## src/rtl/serial_adder_pkg.sv

```systemverilog
// rtl/serial_adder_pkg.sv - shared types and constants for the bit-serial adder
package serial_adder_pkg;

    localparam int SA_W_DEFAULT = 8;

    typedef enum logic [1:0] {
        IDLE = 2'd0,
        RUN  = 2'd1,
        DONE = 2'd2
    } sa_state_e;

endpackage

```

## src/rtl/serial_adder_if.sv

```systemverilog
// rtl/serial_adder_if.sv - operand/result handshake bundle for the bit-serial adder
interface serial_adder_if import serial_adder_pkg::*; #(
    parameter int W = SA_W_DEFAULT
);
    logic         start;
    logic [W-1:0] a_in;
    logic [W-1:0] b_in;
    logic         ci_in;
    logic         ready;
    logic [W-1:0] sum_out;
    logic         co_out;
    logic         valid;

    modport master (
        output start, a_in, b_in, ci_in,
        input  ready, sum_out, co_out, valid
    );

    modport slave (
        input  start, a_in, b_in, ci_in,
        output ready, sum_out, co_out, valid
    );
endinterface

```

## src/rtl/full_adder.sv

```systemverilog
// rtl/full_adder.sv - one-bit combinational full adder cell
module full_adder (
    input  logic a,
    input  logic b,
    input  logic ci,
    output logic sum,
    output logic co
);
    assign sum = a ^ b ^ ci;
    assign co  = (a & b) | (ci & (a ^ b));
endmodule

```

## src/rtl/serial_adder.sv

```systemverilog
// rtl/serial_adder.sv - W-bit adder that time-shares one full_adder cell, LSB first
module serial_adder import serial_adder_pkg::*; #(
    parameter int W = SA_W_DEFAULT
) (
    input  logic           clk,
    input  logic           rstn,
    serial_adder_if.slave  bus
);
    localparam int CW = (W > 1) ? $clog2(W) : 1;

    sa_state_e     state;
    logic [W-1:0]  a_sh;
    logic [W-1:0]  b_sh;
    logic [W-1:0]  sum_sh;
    logic          carry;
    logic [CW-1:0] cnt;
    logic          ready_q;
    logic          valid_q;
    logic          fa_sum;
    logic          fa_co;

    full_adder u_fa (
        .a   (a_sh[0]),
        .b   (b_sh[0]),
        .ci  (carry),
        .sum (fa_sum),
        .co  (fa_co)
    );

    always_ff @(posedge clk or negedge rstn) begin
        if (!rstn) begin
            state   <= IDLE;
            a_sh    <= '0;
            b_sh    <= '0;
            sum_sh  <= '0;
            carry   <= 1'b0;
            cnt     <= '0;
            ready_q <= 1'b1;
            valid_q <= 1'b0;
        end else begin
            case (state)
                IDLE: begin
                    if (bus.start) begin
                        a_sh    <= bus.a_in;
                        b_sh    <= bus.b_in;
                        carry   <= bus.ci_in;
                        cnt     <= '0;
                        ready_q <= 1'b0;
                        state   <= RUN;
                    end
                end
                RUN: begin
                    // Sum bits enter at the MSB so the LSB lands in bit 0 after W shifts.
                    sum_sh <= (sum_sh >> 1) | (W'(fa_sum) << (W - 1));
                    carry  <= fa_co;
                    a_sh   <= a_sh >> 1;
                    b_sh   <= b_sh >> 1;
                    cnt    <= cnt + CW'(1);
                    if (cnt == CW'(W - 1)) begin
                        valid_q <= 1'b1;
                        state   <= DONE;
                    end
                end
                DONE: begin
                    valid_q <= 1'b0;
                    ready_q <= 1'b1;
                    state   <= IDLE;
                end
                default: begin
                    valid_q <= 1'b0;
                    ready_q <= 1'b1;
                    state   <= IDLE;
                end
            endcase
        end
    end

    assign bus.ready   = ready_q;
    assign bus.valid   = valid_q;
    assign bus.sum_out = sum_sh;
    assign bus.co_out  = carry;
endmodule

```

## src/flat_wrapper.sv

```systemverilog
// flat-port wrapper written by rule: the top's interface ports become plain ports
module serial_adder_flat import serial_adder_pkg::*;
#(
    parameter int W = SA_W_DEFAULT
)
  (clk, rstn, bus_start, bus_a_in, bus_b_in, bus_ci_in, bus_ready, bus_sum_out, bus_co_out, bus_valid);
  serial_adder_if #(.W(W)) bus_i ();
  input  logic clk;
  input  logic rstn;
  input wire logic [$bits(bus_i.start)-1:0] bus_start;
  input wire logic [$bits(bus_i.a_in)-1:0] bus_a_in;
  input wire logic [$bits(bus_i.b_in)-1:0] bus_b_in;
  input wire logic [$bits(bus_i.ci_in)-1:0] bus_ci_in;
  output wire logic [$bits(bus_i.ready)-1:0] bus_ready;
  output wire logic [$bits(bus_i.sum_out)-1:0] bus_sum_out;
  output wire logic [$bits(bus_i.co_out)-1:0] bus_co_out;
  output wire logic [$bits(bus_i.valid)-1:0] bus_valid;
  assign bus_i.start = bus_start;
  assign bus_i.a_in = bus_a_in;
  assign bus_i.b_in = bus_b_in;
  assign bus_i.ci_in = bus_ci_in;
  assign bus_ready = bus_i.ready;
  assign bus_sum_out = bus_i.sum_out;
  assign bus_co_out = bus_i.co_out;
  assign bus_valid = bus_i.valid;
  serial_adder #(.W(W)) u_core (.clk(clk), .rstn(rstn), .bus(bus_i));
endmodule
```

## config.mk

```make
export PLATFORM = sky130hd
export DESIGN_NAME = serial_adder_flat
export DESIGN_NICKNAME = d
export VERILOG_FILES = /design/src/rtl/serial_adder_pkg.sv /design/src/rtl/serial_adder_if.sv /design/src/rtl/full_adder.sv /design/src/rtl/serial_adder.sv /design/src/flat_wrapper.sv
export SDC_FILE = /design/constraint.sdc
export NUM_CORES = 1
export LEC_CHECK = 0
export ABC_AREA = 1
export BUFFER_PORTS_ARGS = -buffer_cell sky130_fd_sc_hd__buf_2
export CAP_MARGIN = 5
export CORE_ASPECT_RATIO = 0.5
export CORE_MARGIN = 2
export CORE_UTILIZATION = 41
export CTS_BUF_LIST = sky130_fd_sc_hd__clkbuf_16
export CTS_CLUSTER_SIZE = 10
export DETAILED_ROUTE_END_ITERATION = 8
export SLEW_MARGIN = 5
export SYNTH_ARGS = -nofsm -noshare
export SYNTH_HDL_FRONTEND = slang
export SYNTH_SLANG_ARGS = --single-unit
```

## constraint.sdc

```tcl
create_clock -name clk -period 1.2 [get_ports clk]
set_clock_uncertainty 0.05 [all_clocks]
set_input_delay 0.06 -clock clk [delete_from_list [all_inputs] [get_ports clk]]
set_output_delay 0.06 -clock clk [all_outputs]
set_load 0.03 [all_outputs]
```

==> flow_metrics.env <==
export IMPL_place_ws_ps=18.4
export IMPL_ys_types=17
export IMPL_dp_hpwl_um=2110
export IMPL_ff_latch_area_um2=803
export IMPL_antenna_found_initial=0
export IMPL_outcome="complete, no violations"
export IMPL_cts_sinks=32
export IMPL_initial_utilization=0.435
export IMPL_fillers=351
export IMPL_seqPwrFrac=0.350
export IMPL_cp_slowest_cell="fa_2"
export IMPL_wl_per_cell_um=10.7
export IMPL_ant_nets=0
export IMPL_grt_pass1_vias=1165
export IMPL_drt_iter0_markers=34
export IMPL_worstSetupStartpointType="register"
export IMPL_setup_viol=0
export IMPL_r2r_start="u_core.b_sh[0]"
export IMPL_ys_seq_elements=32
export IMPL_hold_depth=3
export IMPL_synth_area_um2=1520
export IMPL_finalCriticalPeriod_ps=1180
export IMPL_die_h_um=47.1
export IMPL_power_frac_clock=0.217
export IMPL_dr_pass1_iters=6
export IMPL_seq_area_frac_synth=0.528
export IMPL_r2r_cells=3
export IMPL_hold_start="bus_a_in[7]"
export IMPL_finalMaxSlewViolations=0
export IMPL_track_usage=0.168
export IMPL_nets=261
export IMPL_tritoncts="yes"
export IMPL_powerDensity_nw_per_um2=2780
export IMPL_min_path_type="input pin to register"
export IMPL_fin_hold_ws_ps=7.71
export IMPL_crit_family="adder cells"
export IMPL_cp_cell_sequence="fa_2 > nand2_1 > o21ai_1"
export IMPL_worst_ep_required_time_ps=1350
export IMPL_die_area_um2=4240
export IMPL_setup_worst_path_end_class="register"
export IMPL_hold_viol_final=0
export IMPL_clock_root_buffer="clkbuf_16"
export IMPL_vias_per_cell=4.25
export IMPL_synthCells=197
export IMPL_layoutNonFillerInstCount=290
export IMPL_grt_ovfl_total=0
export IMPL_crit_type="register to register"
export IMPL_fp_row_count=15
export IMPL_wirelength_um=3100
export IMPL_drive_above_1_share=0.238
export IMPL_syn_to_final_growth_pct=28.9
export IMPL_fin_crit_sh=0.985
export IMPL_core_um2=3490
export IMPL_syn_num_nets=220
export IMPL_io_buffers=30
export IMPL_drc_errors=0
export IMPL_clock_latency_ps=280
export IMPL_cts_buffer_depth=2
export IMPL_worst_path_buf_inv=0
export IMPL_rsz0062_at_grt="yes"
export IMPL_avgSynthCellArea_um2=7.72
export IMPL_cts_max_level=2
export IMPL_max_freq_ghz=0.846
export IMPL_p_sw_frac=0.401
export IMPL_multi_input_area_um2=549
export IMPL_synth_warnings=0
export IMPL_vdd_drop_max_uv=774
export IMPL_worst_pin_slew_ps=495
export IMPL_dp_cells=279
export IMPL_num_antenna_cells=0
export IMPL_slowest_delay_ps=560
export IMPL_clkTransAtPathRegs_ps=50
export IMPL_slew_limit_headroom=0.670
export IMPL_via_count=1232
export IMPL_p_comb_frac=0.433
export IMPL_r2r_end="u_core.bus.sum_out[7]"
export IMPL_r2r_slack_ps=20
export IMPL_switching_power_uw=2190
export IMPL_io_pins=31
export IMPL_grt_pass1_wl_um=5280
export IMPL_path_max_fanout=2
export IMPL_max_cap_violations=0
export IMPL_timing_final_ws_setup_ps=17.6
export IMPL_p_int_uw=3260
export IMPL_die_w_um=90.1
export IMPL_numCtsBuffers=5
export IMPL_gp_congestion=0.737
export IMPL_fin_util=0.561
export IMPL_total_leakage_power_uw=0.00113
export IMPL_arrival_ps=1330
export IMPL_worstHoldEndpoint="u_core.a_sh[7]"
export IMPL_grt_max_degree=23
[sequential cells by signal, summed over array words and instances, names as in the netlist]
register,cells
u_core.a_sh,8
u_core.b_sh,8
u_core.bus.sum_out,8
u_core.cnt,3
u_core.state,2
u_core.bus.co_out,1
u_core.bus.ready,1
u_core.bus.valid,1
[metrics by stage]
| stage | power (uW) | instance area, um2 | TNS, ps |
|---|---|---|---|
| global route | 5930 | 1960 | -39.4 |
| detailed placement | 4260 | 1780 | 0 |
| floorplan | 3530 | 1520 | -19.0 |
| global placement | 4190 | 1780 | 0 |
| finish | 5450 | 1960 | 0 |
| CTS | 5470 | 1940 | 0 |
[worst reg2reg max path, delay by kind of cell (launching register included)]
family | cells | cell delay (ps)
AOI/OAI and AO/OA | 1 | 60
adders and majority gates | 1 | 560
and+or+nand+nor | 1 | 40
DFF | 1 | 400
[power by group through the flow]
stage	combinational, uW	clock [uW]	sequential (uW)
detailed placement	2340	0	1920
floorplan	1320	0	2210
global route	2700	1260	1970
CTS	2350	1210	1910
global placement	2280	0	1910
finish	2360	1180	1910
[cells in the mapped netlist, drive strengths merged]
cell type | number | area share
fa | 1 | 0.013
nand2 | 86 | 0.22
o21ai | 12 | 0.040
a21oi | 2 | 0.0091
dfstp | 1 | 0.017
inv | 36 | 0.089
nand3 | 15 | 0.049
dfrtp | 31 | 0.51
ha | 2 | 0.016
buf | 8 | 0.031
nor2 | 3 | 0.0091
[layout make-up]
class,count,share of cell area
clock buffer,5,0.0639
sequential,32,0.410
multi-input combinational,121,0.280
inverter,36,0.0690
clock inverter,3,0.00639
tap,51,0.0326
timing repair buffer,42,0.138
[kinds of logic (layout without fill, tap and decap cells)]
| family | Yosys count | count (layout) | synth area share |
|---|---|---|---|
| flip-flops | 32 | 32 | 0.528 |
| AND/OR/NAND/NOR | 104 | 104 | 0.274 |
| buffers and inverters | 44 | 86 | 0.120 |
| adder cells (fa/ha/maj) | 3 | 3 | 0.0296 |
| AO/OA/AOI/OAI | 14 | 14 | 0.0486 |
[cells in the final DEF (no fill, tap or decap)]
master / synthesis / layout
clkinv_2: 0 / 1
o21ai_2: 0 / 1
dfrtp_2: 0 / 1
nor2_2: 1 / 1
inv_2: 2 / 2
a21oi_1: 1 / 1
buf_4: 3 / 8
nand3_1: 15 / 15
inv_1: 34 / 36
buf_12: 0 / 2
nand2_2: 2 / 1
dlygate4sd3_1: 0 / 2
nand2_1: 84 / 84
buf_2: 5 / 30
dfrtp_1: 31 / 30
ha_1: 2 / 1
dfstp_2: 1 / 1
nor2_1: 2 / 2
o21ai_1: 1 / 1
clkbuf_16: 0 / 5
a21oi_2: 1 / 1
ha_2: 0 / 1
fa_2: 0 / 1
o21ai_0: 11 / 10
nand2_4: 0 / 1
[how the worst max path moves through the flow]
stage	start	endpoint	cells after the start
after floorplan	u_core.bus.co_out	u_core.bus.sum_out[7]	3
after global placement	u_core.b_sh[0]	u_core.bus.sum_out[7]	3
after detailed placement	u_core.b_sh[0]	u_core.bus.sum_out[7]	3
after CTS	u_core.b_sh[0]	u_core.bus.sum_out[7]	3
after global routing	u_core.b_sh[0]	u_core.bus.sum_out[7]	3
final	u_core.b_sh[0]	u_core.bus.sum_out[7]	3
[per-layer routing]
| metal | routed length, um | up-vias | track usage |
|---|---|---|---|
| li1 | - | 665 | - |
| met1 | 1550 | 539 | 0.210 |
| met2 | 1370 | 24 | 0.271 |
| met3 | 143 | 4 | 0.0594 |
| met4 | 36 | 0 | 0.0831 |
| met5 | 0 | - | 0 |
[repair_timing]
action                                  in CTS  in global routing
buffers inserted                             0                  1
hold endpoints to repair                    20                  0
hold buffers                                 2                  0
endpoints found under the setup margin       0                 20
gates resized for setup                      0                  3
Power figures use the tool's default switching activity.
